## src/rtl/implication_arbiter.sv

```systemverilog
// implication_arbiter
// Sequences one unit-propagation round for the solver. Clause evaluators
// offer implications over valid/ready handshakes; the arbiter grants them
// round-robin and forwards at most one per cycle to the conflict detector.
// A reported conflict freezes the round until the solver clears it. A run of
// quiet cycles ends the round with a one-cycle done pulse.
//
// Ports:
//   clock, reset        system clock; asynchronous active-low reset
//   start, clear        solver pulses: begin a round / abort or acknowledge
//   req_valid/var/val   per-requester implication offers (var packed by index)
//   req_ready           one-hot grant back to the requesters
//   cd_var_idx/val/en   registered implication to the conflict detector
//   cd_conflict         conflict flag, meaningful while cd_en is high
//   busy, done          round running / round finished without conflict
//   conflict_out        level while the arbiter sits in the conflict state
//   issued_count        implications accepted this round (saturating)

module implication_arbiter #(
  parameter int NUM_REQ      = 4,
  parameter int VAR_BITS     = 9,
  parameter int QUIET_CYCLES = 2
) (
  input  logic                        clock,
  input  logic                        reset,
  input  logic                        start,
  input  logic                        clear,
  input  logic [NUM_REQ-1:0]          req_valid,
  input  logic [NUM_REQ*VAR_BITS-1:0] req_var,
  input  logic [NUM_REQ-1:0]          req_val,
  output logic [NUM_REQ-1:0]          req_ready,
  output logic [VAR_BITS-1:0]         cd_var_idx,
  output logic                        cd_val,
  output logic                        cd_en,
  input  logic                        cd_conflict,
  output logic                        busy,
  output logic                        done,
  output logic                        conflict_out,
  output logic [15:0]                 issued_count
);

  localparam int PTR_W = $clog2(NUM_REQ);

  typedef enum logic [1:0] {
    StIdle,
    StRun,
    StConflict,
    StDone
  } state_e;

  state_e              state_q;
  logic [PTR_W-1:0]    rrPtr_q;
  logic [3:0]          quietCnt_q;
  logic [VAR_BITS-1:0] cdVar_q;
  logic                cdVal_q;
  logic                cdEn_q;
  logic                busy_q;
  logic                done_q;
  logic                conflict_q;
  logic [15:0]         issuedCount_q;

  logic                winnerFound;
  logic [PTR_W-1:0]    winnerIdx;
  logic [PTR_W-1:0]    candIdx;
  logic [VAR_BITS-1:0] winnerVar;
  logic                winnerVal;
  logic                grantValid;
  logic                quietHit;
  logic                quietDone;
  logic                conflictHit;
  logic [3:0]          quietCnt_d;
  logic [PTR_W-1:0]    rrPtr_d;
  logic [15:0]         issuedCount_d;

  // Round-robin search: scan upward from the pointer, wrapping naturally
  // because NUM_REQ is a power of two; the first valid requester wins.
  always_comb begin
    winnerFound = 1'b0;
    winnerIdx   = '0;
    candIdx     = '0;
    for (int k = 0; k < NUM_REQ; k++) begin
      candIdx = rrPtr_q + PTR_W'(k);
      if (!winnerFound && req_valid[candIdx]) begin
        winnerFound = 1'b1;
        winnerIdx   = candIdx;
      end
    end
  end

  // Grant qualification and next-value helpers. clear and an incoming
  // conflict both suppress the grant so nothing is accepted that would be lost.
  always_comb begin
    winnerVar     = req_var[int'(winnerIdx)*VAR_BITS +: VAR_BITS];
    winnerVal     = req_val[winnerIdx];
    grantValid    = (state_q == StRun) && !clear && !cd_conflict && winnerFound;
    req_ready     = grantValid ? (NUM_REQ'(1) << winnerIdx) : '0;
    quietHit      = (req_valid == '0) && !cdEn_q;
    quietCnt_d    = quietHit ? (quietCnt_q + 4'd1) : 4'd0;
    quietDone     = quietHit && (quietCnt_d == 4'(QUIET_CYCLES));
    conflictHit   = cdEn_q && cd_conflict;
    rrPtr_d       = winnerIdx + PTR_W'(1);
    issuedCount_d = (issuedCount_q == 16'hFFFF) ? issuedCount_q : (issuedCount_q + 16'd1);
  end

  // Round FSM with registered status outputs. cd_en defaults low every
  // cycle and is raised only by a transfer, giving a one-cycle strobe.
  always_ff @(posedge clock or negedge reset) begin
    if (!reset) begin
      state_q       <= StIdle;
      rrPtr_q       <= '0;
      quietCnt_q    <= '0;
      cdVar_q       <= '0;
      cdVal_q       <= 1'b0;
      cdEn_q        <= 1'b0;
      busy_q        <= 1'b0;
      done_q        <= 1'b0;
      conflict_q    <= 1'b0;
      issuedCount_q <= '0;
    end else begin
      cdEn_q <= 1'b0;
      done_q <= 1'b0;
      unique case (state_q)
        StIdle: begin
          if (!clear && start) begin
            state_q       <= StRun;
            busy_q        <= 1'b1;
            issuedCount_q <= '0;
            quietCnt_q    <= '0;
          end
        end
        StRun: begin
          if (clear) begin
            state_q <= StIdle;
            busy_q  <= 1'b0;
          end else if (conflictHit) begin
            state_q    <= StConflict;
            busy_q     <= 1'b0;
            conflict_q <= 1'b1;
          end else begin
            quietCnt_q <= quietCnt_d;
            if (grantValid) begin
              cdVar_q       <= winnerVar;
              cdVal_q       <= winnerVal;
              cdEn_q        <= 1'b1;
              rrPtr_q       <= rrPtr_d;
              issuedCount_q <= issuedCount_d;
            end
            if (quietDone) begin
              state_q <= StDone;
              busy_q  <= 1'b0;
              done_q  <= 1'b1;
            end
          end
        end
        StConflict: begin
          if (clear) begin
            state_q    <= StIdle;
            conflict_q <= 1'b0;
          end
        end
        StDone: begin
          state_q <= StIdle;
        end
        default: begin
          state_q <= StIdle;
        end
      endcase
    end
  end

  assign cd_var_idx   = cdVar_q;
  assign cd_val       = cdVal_q;
  assign cd_en        = cdEn_q;
  assign busy         = busy_q;
  assign done         = done_q;
  assign conflict_out = conflict_q;
  assign issued_count = issuedCount_q;

endmodule

```

## config.mk

```make
export PLATFORM = sky130hd
export DESIGN_NAME = implication_arbiter
export DESIGN_NICKNAME = d
export VERILOG_FILES = /design/src/rtl/implication_arbiter.sv
export SDC_FILE = /design/constraint.sdc
export NUM_CORES = 1
export LEC_CHECK = 0
export BUFFER_PORTS_ARGS = -buffer_cell sky130_fd_sc_hd__buf_4
export CORE_UTILIZATION = 40
export DETAILED_ROUTE_END_ITERATION = 8
export GPL_ROUTABILITY_DRIVEN = 0
export PLACE_DENSITY = 0.67
export SYNTH_ARGS = -nofsm -noshare
export SYNTH_HDL_FRONTEND = slang
export SYNTH_SLANG_ARGS = --single-unit
```

## constraint.sdc

```tcl
create_clock -name clock -period 6.9 [get_ports clock]
set_clock_uncertainty 0.2 [all_clocks]
set_input_delay 0.69 -clock clock [delete_from_list [all_inputs] [get_ports clock]]
set_output_delay 0.69 -clock clock [all_outputs]
set_load 0.03 [all_outputs]
```

==> results.yml <==
clock_network:
  cts_root_buf: "clkbuf_8"
  clk_latency_ps: 290
  cts_num_sinks: 38
  post_cts_buffers: 0
  holdBufCountCts: 0
  cts_buffer_depth: 2
  postCtsResizedCells: 0
  cts_inserted_buffers: 5
  clkTransAtPathRegs_ps: 70
  htreeDepth: 2
  cts_tree: "built"
placed_design:
  io_buffers: 82
  dp_slack_ps: 3673
  hpwlAfterDp_um: 4399
timing:
  setup_viol: 0
  worst_slew_pin_slew_ps: 1210
  maxSlewViolCount: 0
  finalCritPeriodShare_pct: 47.74
  timing.final.ws_setup_ps: 3606
  hold_viol: 0
  fin_crit_ps: 3294
  rsz0062_at_grt: "false"
  max_freq_ghz: 0.3036
  fin_setup_tns_ps: 0
  worst_slew_margin_rel_pct: 19.14
global_route:
  antenna_found_initial: 0
  grt_pass1_vias: 2052
  overflow: 0
  grt_max_degree: 39
  grt_pass1_wl_um: 9784
  track_usage_pct: 20.59
final_layout:
  diodes: 0
  drive_gt1_share_pct: 35.00
  finalNetCount: 374
  syn_to_final_growth_pct: 35.37
  nFillCells: 495
worst_setup_path:
  cp.arrival_ps: 2400
  path_max_fanout: 14
  reg2regPathDepth: 6
  cpMostUsedCell: "buf_4"
  ff2ff_setup_slack_ps: 4380
  crit_path_end_kind: "output pin"
  cp-start-kind: "flop"
  cp_slowest_cell: "a21oi_1"
  crit_cells: 8
  critPathRequiredTime_ps: 6010
  worstPathCellList: "nand2b_1 -> a21oi_1 -> nor3_2 -> buf_4 -> inv_1 -> ha_1 -> and3_1 -> buf_4"
  critPathKind: "reg -> out"
  critPathTopFamily: "compound AO/OA/AOI/OAI gates"
  worstPathBufferInverterCount: 3
  cpPeakStageDelay_ps: 690
floorplan:
  ioPinCount: 83
  dieArea_um2: 6028
  initial_core_util_pct: 41.56
  die-width_um: 77.64
  row_count: 27
  die_y_um: 77.64
  core_area_um2: 5507
routing:
  wl_um: 5937
  detail_route.drc_violations: 0
  drtIter0Drc: 155
  drtPass1Iterations: 4
  viasPerCell: 5.543
  vias: 2173
  wire_per_inst_um: 15.15
  ant_nets: 0
logic_synthesis:
  synth_common_cells: "dfrtp_1, nor2_1, nand4_1"
  synth_top_area_share_pct: 41.55
  synth_edf_count: 0
  synthTopCellsByArea: "dfrtp_1, mux2_2, nand4_1"
  synth-async-reset-ratio_pct: 100.0
  synth.yosys.warnings: 0
  dominantRegCellSynth: "dfrtp_1"
  syn_nets: 297
  syn_avg_cell_area_um2: 9.456
  yosysTopAreaCell: "dfrtp_1"
  synthDistinctLibCells: 43
  synth.most_common_cell: "dfrtp_1"
  synth-seq-cells: 38
  synth_area_um2: 2288
  synthCells: 242
  yosysSeqAreaShare_pct: 41.55
run_status:
  status: "finished clean"
pwr:
  pwr_density_cell_nw_per_um2: 274.4
  ir_worst_vdd_mv: 0.1358
  leakage_nw: 1.495
hold_path:
  worst_hold_path_type: "in -> async"
flow_run:
  cap_violations: 0
final cells by class:
| cell class | instances | area (µm²) | area share, % |
|---|---|---|---|
| Multi-Input combinational cell | 181 | 1254 | 40.47 |
| Clock buffer | 6 | 82.58 | 2.666 |
| Clock inverter | 2 | 60.06 | 1.939 |
| Inverter | 10 | 37.54 | 1.212 |
| Sequential cell | 38 | 950.9 | 30.69 |
| Timing Repair Buffer | 83 | 623.1 | 20.11 |
| Tap cell | 72 | 90.09 | 2.908 |
metrics by stage:
stage	instances	util [%]	cell area (µm²)	total power [mW]	hold slack [ps]
finish	392	56.26	3098	0.8502	158.3
global placement	384	53.67	2955	0.6133	290.3
floorplan	242	-	2288	0.4994	194.4
CTS	392	56.26	3098	0.8546	176.9
global route	392	56.26	3098	0.8935	196.2
detailed placement	384	53.67	2955	0.6171	291.6
cell usage in the layout, fill, tap and decap left out, types with 2 or more instances in the layout:
| master | instances |
|---|---|
| nand2_1 | 11 |
| nand4_1 | 17 |
| a21o_1 | 2 |
| buf_4 | 83 |
| nor3_1 | 3 |
| ha_1 | 6 |
| and3_1 | 11 |
| o21a_1 | 2 |
| o211ai_1 | 4 |
| a21oi_1 | 16 |
| o2111ai_1 | 3 |
| clkbuf_8 | 6 |
| o31ai_1 | 12 |
| o21ai_0 | 9 |
| o21ai_1 | 2 |
| nor2_1 | 18 |
| dfrtp_1 | 38 |
| and2_1 | 2 |
| or4_1 | 2 |
| a221o_1 | 10 |
| a211oi_1 | 2 |
| mux2_2 | 10 |
| xor2_1 | 10 |
| or3_1 | 2 |
| nand2b_1 | 5 |
| o21ai_2 | 2 |
| inv_1 | 9 |
| or2_2 | 2 |
| bufinv_16 | 2 |
| nand3_1 | 5 |
registers in the layout, indices dropped and copies added (netlist names):
register	cells
conflict_out	1
issued_count	16
state_q	2
rrPtr_q	2
quietCnt_q	4
busy	1
cd_en	1
done	1
cd_var_idx	9
cd_val	1
path summary, 6_finish.rpt:
path                             from               end
setup / recovery           rrPtr_q[1]      req_ready[2]
hold / removal                  reset  issued_count[13]
setup reg to reg           rrPtr_q[1]            cd_val
hold reg to reg                  busy              busy
max in group asynchronous       reset            cd_val
min in group clock               busy              busy
worst register-to-register path: stages, from the launching register on:
cell	delay, ps
dfrtp_1	440
nand2b_1	180
a21oi_1	690
nor3_2	60
buf_4	230
mux2_2	290
a221o_1	310
cell families after synthesis:
kind of cell	share of synthesized area, %
AND/OR/NAND/NOR	22.42
XOR/XNOR	4.210
AO/OA/AOI/OAI	19.68
buffers and inverters	3.936
multiplexers	4.921
flip-flops	41.55
adder cells (fa/ha/maj)	3.280
power breakdown:
part	internal (mW)	leakage, nW	switching (mW)
Sequential	0.262	0.502	0.0347
Combinational	0.138	0.922	0.179
Clock	0.154	0.0714	0.0818
per-layer routing:
metal / share of wire [%] / up-vias / routed length (µm) / GRT usage [%]
li1: - / 1060 / - / -
met1: 46 / 1020 / 2720 / 27.38
met2: 46 / 84 / 2752 / 33.10
met3: 6.3 / 9 / 372 / 4.588
met4: 1.5 / 0 / 91 / 6.604
met5: 0 / - / 0 / 0
Note: power is estimated with default switching activity, not from simulation.
